--- src/rtl/param_updown_counter.sv ---
// Parametrised synchronous up/down counter with parallel load, synchronous clear,
// wrap or saturate at the boundaries, a registered terminal-count pulse and a sticky overflow flag.
module param_updown_counter #(
  parameter int unsigned      WIDTH     = 4,
  parameter logic [WIDTH-1:0] MAX_COUNT = {WIDTH{1'b1}},
  parameter bit               SATURATE  = 1'b0
) (
  input  logic             clk,
  input  logic             reset_n,
  input  logic             t,
  input  logic             up,
  input  logic             load,
  input  logic [WIDTH-1:0] load_val,
  input  logic             clear,
  output logic [WIDTH-1:0] Q,
  output logic [WIDTH-1:0] Q_bar,
  output logic             tc,
  output logic             ovf
);

  logic [WIDTH-1:0] q_q, q_d;
  logic             tc_q, tc_d;
  logic             ovf_q, ovf_d;
  logic             at_max, at_zero;

  assign at_max  = (q_q == MAX_COUNT);
  assign at_zero = (q_q == '0);

  always_comb begin
    q_d   = q_q;
    tc_d  = 1'b0;
    ovf_d = ovf_q;
    if (clear) begin
      q_d   = '0;
      ovf_d = 1'b0;
    end else if (load) begin
      q_d = (load_val > MAX_COUNT) ? MAX_COUNT : load_val;
    end else if (t) begin
      if (up) begin
        if (at_max) begin
          // Boundary: wrap to 0 or hold; the step past MAX_COUNT is never computed.
          q_d   = SATURATE ? MAX_COUNT : '0;
          tc_d  = 1'b1;
          ovf_d = 1'b1;
        end else begin
          q_d = q_q + WIDTH'(1);
        end
      end else begin
        if (at_zero) begin
          q_d   = SATURATE ? '0 : MAX_COUNT;
          tc_d  = 1'b1;
          ovf_d = 1'b1;
        end else begin
          q_d = q_q - WIDTH'(1);
        end
      end
    end
  end

  always_ff @(posedge clk or negedge reset_n) begin
    if (!reset_n) begin
      q_q   <= '0;
      tc_q  <= 1'b0;
      ovf_q <= 1'b0;
    end else begin
      q_q   <= q_d;
      tc_q  <= tc_d;
      ovf_q <= ovf_d;
    end
  end

  assign Q     = q_q;
  assign Q_bar = ~q_q;
  assign tc    = tc_q;
  assign ovf   = ovf_q;

endmodule

--- config.mk ---
export PLATFORM = sky130hd
export DESIGN_NAME = param_updown_counter
export DESIGN_NICKNAME = d
export VERILOG_FILES = /design/src/rtl/param_updown_counter.sv
export SDC_FILE = /design/constraint.sdc
export NUM_CORES = 1
export LEC_CHECK = 0
export CORE_AREA = 10 10 47 49
export DETAILED_ROUTE_END_ITERATION = 8
export DIE_AREA = 0 0 57 59
export GPL_TIMING_DRIVEN = 0
export PLACE_DENSITY = 0.64
export SYNTH_ARGS = -nofsm -noshare
export SYNTH_HDL_FRONTEND = slang
export SYNTH_SLANG_ARGS = --single-unit
--- constraint.sdc ---
create_clock -name clk -period 2.65 [get_ports clk]
set_clock_uncertainty 0.05 [all_clocks]
set_input_delay 0.3975 -clock clk [delete_from_list [all_inputs] [get_ports clk]]
set_output_delay 0.3975 -clock clk [all_outputs]
set_load 0.01 [all_outputs]
======== Word-level counts from Yosys, hierarchy flattened ========
Cells that the tools add are included.
storage, ports and cells
  word-level logic and storage cells ...... 34
  input port bits ......................... 10
  bits in registers ....................... 6
  output and inout port bits .............. 10
operators by class
  equal/unequal tests ..................... 3
  reductions and logical operators ........ 5
  add/sub/neg operators ................... 2
  mux-type cells .......................... 19
  bitwise gates (word level) .............. 1
  $lt $le $gt $ge ......................... 1
operator list
  operator                                                            number
  4-bit 2-to-1 mux                                                    7
  1-bit 2-to-1 mux                                                    12
  3-bit nonzero test                                                  2
  4-bit by 1-bit adder with 4-bit output, second input constant       1
  4-bit equality test, second input constant                          1
  4-bit greater-than comparator, second input constant                1
  4-bit logical NOT                                                   1
  4-bit NOT                                                           1
  4-bit AND reduction                                                 1
  4-bit by 1-bit subtractor with 4-bit output, second input constant  1
  3-bit by 1-bit != test with 1-bit output, second input constant     1
  2-bit by 1-bit != test with 1-bit output, second input constant     1
  2-bit nonzero test                                                  1

======== Depth between registers and ports, before layout ========
  word-level depth ........................ 6
  gate-level depth with buffers ........... 7
  gate-level depth less buffers ........... 6

======== Least setup slack after synthesis ========
No wires, ideal clock.
  path kind ............................... flip-flop to flip-flop
  from .................................... register q_q[0], in the netlist Q[0]
  to ...................................... register q_q[0], in the netlist Q[0]
  arrival time ............................ 1.584 ns
  required time ........................... 2.523 ns
  buffers on the path ..................... 1
  setup time .............................. 0.077 ns
  stages on the path, launching flop included .. 8
  period minus slack after synthesis ...... 1.712 ns
  path slack .............................. 0.938 ns
  cells stage by stage .................... dfrtp_1 -> clkbuf_2 -> inv_1 -> ha_1 -> or3b_1 -> a21oi_1 -> o221ai_1 -> a21oi_1
between the ends
  longest elaborated chain between the ends .. 6
  elaborated cells between the ends (all ways) .. 10
  classes of those cells .................. add/sub (2); eq/ne (1); mux (6); reduce/logical (1)
ends and longest elaborated chain
  item                                                                       RTL line  source
  start, declared                                                            21        logic [WIDTH-1:0] q_q, q_d;
  start signal, assigned                                                     66        q_q <= q_d;
  4-bit by 1-bit subtractor with 4-bit output, or another cell as far along  54        q_d = q_q - WIDTH'(1);
  4-bit 2-to-1 mux, on equally long branches                                 49, 40
  4-bit 2-to-1 mux *                                                         39        if (up) begin
  4-bit 2-to-1 mux *                                                         38        end else if (t) begin
  4-bit 2-to-1 mux *                                                         36        end else if (load) begin
  4-bit 2-to-1 mux *                                                         33        if (clear) begin
Mark *: on every way between the ends. The rest lies on a longest branch, timed or not. The select of a mux whose other input is x is not followed.
A chain may end at the register's enable or synchronous reset.

======== Worst setup path in the final report ========
  from .................................... register q_q[0], in the netlist Q[0]
  to ...................................... output port Q_bar[0]
between the ends
  longest elaborated chain between the ends .. 1
ends and longest elaborated chain
  item           RTL line  source
  4-bit NOT      73        assign Q_bar = ~q_q;
  end, declared  16        output logic [WIDTH-1:0] Q_bar,
Every way passes these cells.

==> results.cfg <==
[status]
status = complete, no violations

[sta]
fin_crit_sh = 0.708
finalHoldViolCount = 0
slew_violations = 0
fin_crit_ns = 1.88
setup_violations = 0
relSlewSlack = 0.815
fmax_mhz = 533
finalSetupTns_ns = 0
grt_setup_unrepaired = no
fin_ws_ns = 0.774
tightest_slew_ns = 0.276

[synthesis]
synthTopCellsByCount = 7 x a21oi_1, 6 x dfrtp_1, 6 x inv_1
synth_top_cell_area_share = 0.364
yosysWarnings = 0
synthTopCellsByArea = dfrtp_1 36%, a21oi_1 8.5%, ha_1 6.1%
synth_compound_area_frac = 0.245
synthCells = 49
synth_cell_type_count = 23
seq_area_frac_synth = 0.364
synth_ff_type = dfrtp_1
ys_ff_latch = 6
syn_area_um2 = 413
synthArstFlopShare = 1.00
yosys.area_share.adder = 0.0606
synth_edf_count = 0
synth_xor_area_frac = 0.0424
yosysMostFrequentCell = a21oi_1
synth_top_family_by_area = compound AO/OA/AOI/OAI gates
yosysTopAreaCell = dfrtp_1
yosys.area_share.simple = 0.158
syn_area_per_cell_um2 = 8.43
synth_fp_nets = 61
synth_mux_area_frac = 0.0515

[clock_tree]
clk_path_buf_depth = 2
holdBufCountCts = 0
clkLatencyLatePin_ns = 0.23
path_clk_slew_ns = 0.04
htree_levels = 1
cts_sinks = 6
cts_made_buffers = 3
post-cts-setup-buffers = 0
cts_root_buffer = clkbuf_4
cts_tree = built
cts_resized = 0

[setup_path]
worstRegToRegCells = 7
arrival_ns = 1.43
startpoint_type = flop
cp-end-kind = primary output
crit_fanout = 8
cp_data_required_time_ns = 2.20
rrSetupSlack_ns = 0.85
path_class = flop to primary output

[route]
detail-route-antenna-nets = 0
wl_per_cell_um = 13.3
vias_per_cell = 4.90
drtIter0Drc = 0
routed_wirelength_mm = 1.14
vias = 421
drtPass1Iterations = 1
drc = 0

[floorplan]
chipHeight_um = 59
die_w_um = 57
std_cell_rows = 14
io_pins = 20
start_util = 0.295
die_area_um2 = 3360
design.core.area_um2 = 1400

[grt]
grt_pass1_wl_mm = 1.88
grt.overflow.total = 0
grt_max_degree = 9
grt_pass1_vias = 446
grt_usage = 0.0666
antenna_found_initial = 0

[place]
dp.cells = 83
place_congestion = 0.739
preCtsSetupSlack_ns = 0.712
port_buffers = 18
dp_hpwl_um = 920

[finish]
nFillCells = 151
final-instance-count-excl-fill = 86
areaGrowthSynthToFinish_pct = 53.9
antenna_cells = 0
drive_gt1_frac = 0.100
layout.nets = 84

[power_and_ir_drop]
power_leakage_nw = 0.270
power_density_nw_per_um2 = 424
ir_drop_mv = 0.242

[hold_path]
hp-class = primary input to asynchronous set/reset pin

[job]
maxCapViolations = 0
sequential cells by signal, summed over array words and instances, names as in the netlist:
register,count
ovf,1
Q,4
tc,1
layout make-up:
| cell class | count | area (um^2) | area share |
|---|---|---|---|
| sequential | 6 | 150 | 0.236 |
| inverter | 6 | 22.5 | 0.0354 |
| tap | 16 | 20.0 | 0.0315 |
| timing repair buffer | 18 | 180 | 0.283 |
| clock buffer | 3 | 22.5 | 0.0354 |
| buffer | 2 | 10.0 | 0.0157 |
| multi-input combinational | 35 | 230 | 0.362 |
metal layers:
metal | GRT usage | up-vias | part of all wire
li1 | - | 218 | -
met1 | 0.0739 | 194 | 0.45
met2 | 0.112 | 9 | 0.49
met3 | 0.0236 | 0 | 0.061
met4 | 0.0302 | 0 | 0
met5 | 0 | - | 0
per-stage QoR:
step / utilization / power [mW] / hold WS [ns] / cell area (um^2)
floorplan: - / 0.145 / 0.0519 / 413
global placement: 0.438 / 0.190 / 0.453 / 613
detailed placement: 0.438 / 0.191 / 0.461 / 613
CTS: 0.454 / 0.273 / 0.355 / 636
global route: 0.454 / 0.286 / 0.369 / 636
finish: 0.454 / 0.269 / 0.354 / 636
worst paths after layout:
kind / from / endpoint
max in group asynchronous: reset_n / Q[3]$_DFFE_PN0P_
hold reg to reg: ovf$_DFFE_PN0P_ / ovf$_DFFE_PN0P_
setup reg to reg: Q[0]$_DFFE_PN0P_ / ovf$_DFFE_PN0P_
setup / recovery: Q[0]$_DFFE_PN0P_ / Q_bar[0]
hold / removal: reset_n / tc$_DFF_PN0_
min in group clk: ovf$_DFFE_PN0P_ / ovf$_DFFE_PN0P_
cells in the final DEF, fill, tap and decap left out, types with 2 or more instances in the layout:
| cell | synthesis | final |
|---|---|---|
| clkdlybuf4s50_1 | 0 | 18 |
| a21oi_1 | 7 | 7 |
| dfrtp_1 | 6 | 6 |
| inv_1 | 6 | 6 |
| nand2_1 | 5 | 5 |
| o21ai_0 | 3 | 3 |
| clkbuf_4 | 0 | 3 |
| clkbuf_2 | 2 | 2 |
| nand4_1 | 2 | 2 |
| nor2_1 | 2 | 2 |
| ha_1 | 2 | 2 |
power breakdown:
part | switching (mW) | internal [mW]
Clock | 0.0290 | 0.0510
Combinational | 0.0383 | 0.0459
Sequential | 0.00765 | 0.0974
Total | 0.0750 | 0.194
cell families after synthesis:
family / after synthesis
XOR/XNOR: 2
flip-flops: 6
multiplexers: 2
AND/OR/NAND/NOR: 13
buffers and inverters: 8
AO/OA/AOI/OAI: 16
adder cells (fa/ha/maj): 2
critical path, cell delays in order, from the launching register on:
cell	delay [ns]
dfrtp_1	0.38
clkbuf_2	0.17
inv_1	0.10
clkdlybuf4s50_1	0.54
Note: power is estimated with default switching activity, not from simulation.
==> patch 1: new RTL, same flow settings <==
The parameter `SATURATE` goes from 1'b0 to 1'b1.
--- a/src/rtl/param_updown_counter.sv
+++ b/src/rtl/param_updown_counter.sv
@@ -3,7 +3,7 @@
 module param_updown_counter #(
   parameter int unsigned      WIDTH     = 4,
   parameter logic [WIDTH-1:0] MAX_COUNT = {WIDTH{1'b1}},
-  parameter bit               SATURATE  = 1'b0
+  parameter bit               SATURATE  = 1'b1
 ) (
   input  logic             clk,
   input  logic             reset_n,
Behaviour: not the same (a bounded check fails within 4 cycles, from zero or initial values and one cycle with reset_n low).
==> patch 1 against the unedited design <==
  * Sequential cell count did not move
  * Design area rose by 8.1%
  * Power rose by 2.5%
  * Count of clock-buffer cells in the layout did not move
  * Worst setup slack got worse by 120 ps
  * Final cell count rose by 7.0%
  * Maximum frequency fell by 5.8%
  * Routed wire length rose by 9.9%
  * Worst hold slack got worse by 15 ps
  * Synthesized area rose by 10%
  * Critical endpoint is now Q[0]
  * Largest cell class unchanged
  * Largest power group unchanged
  * Highest routed layer unchanged
==> patch 1: results (changes against the unedited design) <==
[synth] fraction of registers with async set/reset 100.0% [unchanged]
[clocking] number of levels in the clock H-tree 1 [unchanged]
[power] Static Leakage 0.2825 nW [+4.6%]
[power] share of total power in the clock network 28.8% [-0.9 points]
[finish] count of multi-input combinational gates 42 [+20%]
[finish] Data buffer area share 29.33% [-0.60 points]
[critical_path] R2R setup slack 660 ps [-190 ps]
[run_status] result of the run finished clean
[drt] Vias 463 [+10%]
[clocking] number of gates resized after cts 0 [unchanged]
[grt] pin count of the biggest net entering global routing 11 [+2]
[synth] sequential-to-total area share from yosys stat 33.06% [-3.3 points]
[finish] clock tree cell share of total cell area 3.279% [-0.26 points]
[grt] Global Route Usage Sum 7.586% [+0.92 points]
[drt] number of DRC violations after detailed routing 0 [unchanged]
[drt] WL met1 493 um [-3.3%]
[synth] cell types occupying the most area after synthesis dfrtp_1 (33%), a21oi_1 (6.6%), nand2_1 (6.6%), ha_1 (5.5%), mux2i_1 (4.4%)
[drt] top metal layer carrying routed signals met3
[grt] met1 global-route usage 8.503% [+1.1 points]
[finish] non-clock inverter count in the final layout 5 [-1]
[finish] Layout Nets 90 [+7.1%]
[power] cell area power density 401.7 mW/mm^2 [-5.2%]
[power] Worst IR Drop VDD 0.2395 mV [-0.89%]
[critical_path] worst-case reg-to-reg path depth 6 [-1]
[placed_design] count of input and output buffers 19 [+1]
[clocking] Clock transition at path regs 40 ps [about the same]
[clocking] Root Buffer clkbuf_4
[sta] actual slew at the worst max-slew pin 269.0 ps [-7.352 ps]
[drt] Routed met3 length 76 um [+10%]
[drt] First-pass DRT Iterations 4 [+3]
[drt] DR iter-0 viols 11 [+11]
[placed_design] post-detailed-placement half-perimeter wirelength 1038 um [+13%]
[power] Internal Dissipation 0.0001990 W [+2.4%]
[grt] met2 GRT Util 12.25% [+1.1 points]
[synth] share of the synthesized area in the top cell type 33.06% [-3.3 points]
[critical_path] last element of the critical path Q[0]
[critical_path] type of the worst setup path reg2reg
[drt] Met2 Wirelength 683 um [+22%]
[grt] first-pass GRT wire length 2104 um [+12%]
[grt] number of global-route vias before repair 482 [+8.1%]
[finish] Fillers 159 [+5.3%]
[finish] area used by multi-input combinational logic 274.0 um^2 [+19%]
[placed_design] GP Congestion 0.7750 [+4.9%]
[finish] share of layout cells above drive strength 1 11.84% [+1.8 points]
[critical_path] top fanout value on the critical path 7 [-1]
[power] power share of the combinational group 33.5% [+2.3 points]
[clocking] Max Root-Sink Buffers 2 [unchanged]
[clocking] setup bufs post-CTS 0 [unchanged]
[synth] Yosys warnings 0 [unchanged]
[synth] synthesized netlist net count 66 [+8.2%]
[drt] final wirelength 1253 um [+9.9%]
[synth] number of unique standard cell types used by synthesis 25 [+8.7%]
[grt] met3 track utilization from global routing 2.146% [-0.21 points]
[synth] most used standard cells in the synthesized netlist nand2_1 (8), a21oi_1 (6), dfrtp_1 (6)
patch 1: cells by family after synthesis:
| logic type | count (synthesis) | synth area share, % |
|---|---|---|
| simple gates | 20 | 22.59 |
| compound gates | 18 | 27.83 |
| buf+inv | 6 | 6.610 |
| flops | 6 | 33.06 |
| mux | 2 | 4.408 |
| fa+ha+maj | 2 | 5.509 |
patch 1: worst max-delay path, stage by stage (launching register included):
cell	delay, ps
dfrtp_1	460
inv_1	130
ha_1	250
or3b_2	500
a21bo_2	230
o221ai_1	160
a21oi_1	90
patch 1: stage by stage:
stage / setup WS, ps / instance area (um^2) / utilization (%) / cells / hold WS (ps)
6_report: 658.3 / 686.9 / 49.02 / 92 / 339.1
3_3_place_gp: 514.8 / 664.4 / 47.41 / 89 / 433.4
4_1_cts: 634.0 / 686.9 / 49.02 / 92 / 335.7
2_1_floorplan: 717.5 / 454.2 / - / 54 / 51.91
5_1_grt: 545.2 / 686.9 / 49.02 / 92 / 340.9
3_5_place_dp: 540.0 / 664.4 / 47.41 / 89 / 455.6
==> patch 2: new RTL, config.mk and constraints unchanged <==
Without the edit above. Add an input register stage for `t`, `up`, `load`, `load_val` and `clear`, without a reset; this delays them by one clock.
--- a/src/rtl/param_updown_counter.sv
+++ b/src/rtl/param_updown_counter.sv
@@ -18,6 +18,20 @@
   output logic             ovf
 );
 
+  logic t_q;
+  logic up_q;
+  logic load_q;
+  logic [WIDTH-1:0] load_val_q;
+  logic clear_q;
+
+  always_ff @(posedge clk) begin
+    t_q        <= t;
+    up_q       <= up;
+    load_q     <= load;
+    load_val_q <= load_val;
+    clear_q    <= clear;
+  end
+
   logic [WIDTH-1:0] q_q, q_d;
   logic             tc_q, tc_d;
   logic             ovf_q, ovf_d;
@@ -30,13 +44,13 @@
     q_d   = q_q;
     tc_d  = 1'b0;
     ovf_d = ovf_q;
-    if (clear) begin
+    if (clear_q) begin
       q_d   = '0;
       ovf_d = 1'b0;
-    end else if (load) begin
-      q_d = (load_val > MAX_COUNT) ? MAX_COUNT : load_val;
-    end else if (t) begin
-      if (up) begin
+    end else if (load_q) begin
+      q_d = (load_val_q > MAX_COUNT) ? MAX_COUNT : load_val_q;
+    end else if (t_q) begin
+      if (up_q) begin
         if (at_max) begin
           // Boundary: wrap to 0 or hold; the step past MAX_COUNT is never computed.
           q_d   = SATURATE ? MAX_COUNT : '0;
Behaviour: not the same (Yosys sat finds a counterexample within 4 cycles, from zero or initial values and one cycle with reset_n low).
==> patch 2 against the unedited design <==
  * Worst setup slack got worse by 1.4 ps
  * Routed wire length increased by 14%
  * Maximum frequency about the same
  * Sequential cell count increased by 8
  * Design area increased by 36%
  * Utilization increased by 16 points
  * Synthesized area increased by 49%
  * Power increased by 79%
  * Critical endpoint unchanged
  * Largest cell class is now sequential cells
  * Largest power group unchanged
==> patch 2: results (changes against the unedited design) <==
[run_status] result of the run finished clean
[placed_design] post-detailed-placement half-perimeter wirelength 1011 um [+9.9%]
[finish] sequential share of cell area 35.94% [+12 points]
[synth] fraction of registers with async set/reset 42.86% [-57 points]
[finish] final cell count without fillers 102 [+19%]
[grt] Global Route Usage Sum 8.038% [+1.4 points]
[finish] bufs w/o clock 23 [+15%]
[placed_design] GP Congestion 0.7180 [-2.8%]
[critical_path] R2R setup slack 810 ps [-40 ps]
[placed_design] worst setup slack after placement 802.7 ps [+90.64 ps]
[finish] Fillers 128 [-15%]
[placed_design] Cell Count Post-Placement 98 [+18%]
[power] Static Leakage 0.3673 nW [+36%]
[synth] number of synthesized register bits 14 [+8]
[power] power dissipated by switching net loads 0.0001185 W [+58%]
[power] Worst IR Drop VDD 0.3353 mV [+39%]
[finish] clock buffer count in the final layout 4 [+1]
[finish] multi-input gate share of the layout cell area 30.29% [-5.9 points]
[clocking] Clock transition at path regs 80 ps [+40 ps]
[grt] number of global-route vias before repair 494 [+11%]
[synth] cell types occupying the most area after synthesis dfxtp_1 (26%), dfrtp_1 (24%), a21oi_1 (4.1%), ha_1 (4.1%), inv_1 (3.7%)
[power] proportion of power drawn by flip-flops and latches 48.6% [+9.6 points]
[synth] adder and majority gate portion of the synthesized area 4.057% [-2.0 points]
[synth] Post-Synth XOR/XNOR Area 2.840% [-1.4 points]
[grt] first-pass GRT wire length 2125 um [+13%]
[grt] met3 track utilization from global routing 3.648% [+1.3 points]
[drt] DR iter-0 viols 6 [+6]
[finish] share of layout cells above drive strength 1 9.302% [-0.70 points]
[drt] First-pass DRT Iterations 3 [+2]
[placed_design] count of input and output buffers 19 [+1]
[synth] most used standard cells in the synthesized netlist dfxtp_1 (8), dfrtp_1 (6), inv_1 (6)
[sta] smallest hold slack 311.8 ps [-42.63 ps]
[sta] Slew Limit Headroom 75.86% [-5.7 points]
[finish] signed area change from the synthesized netlist to the final layout 39.96%
[finish] Layout Nets 99 [+18%]
[grt] met1 global-route usage 8.078% [+0.69 points]
[drt] final wirelength 1305 um [+14%]
[critical_path] capturing point of the worst reg2reg path Q[3]
[placed_design] area after detailed placement 827.0 um^2 [+35%]
[power] Internal Dissipation 0.0003645 W [+88%]
==> patch 2: cell types whose count changed after synthesis, moves of 2 or more <==
cell	unedited run	this run
buf_4	0	2
nor2b_1	0	2
nor2_1	2	5
a21oi_1	7	5
dfxtp_1	0	8
nand2_1	5	3
clkbuf_2	2	0
clkbuf_1	0	2
nand4_1	2	0
==> patch 2: worst max-delay path by stage <==
stage | from | to | slack, ps | depth (start not counted)
2_1_floorplan | Q[0] | Q[3] | 870 | 6
3_3_place_gp | Q[0] | Q[3] | 830 | 6
3_5_place_dp | Q[0] | Q[3] | 800 | 6
4_1_cts | Q[0] | Q_bar[0] | 760 | 2
5_1_grt | Q[0] | Q[3] | 640 | 6
6_report | Q[0] | Q_bar[0] | 770 | 2
==> patch 2: routing by layer <==
layer	routed length, um	part of all wire, %	vias up
met5	0	0	-
met4	39	3.0	0
met3	86	6.6	5
met2	594	46	15
met1	585	45	222
li1	-	-	261
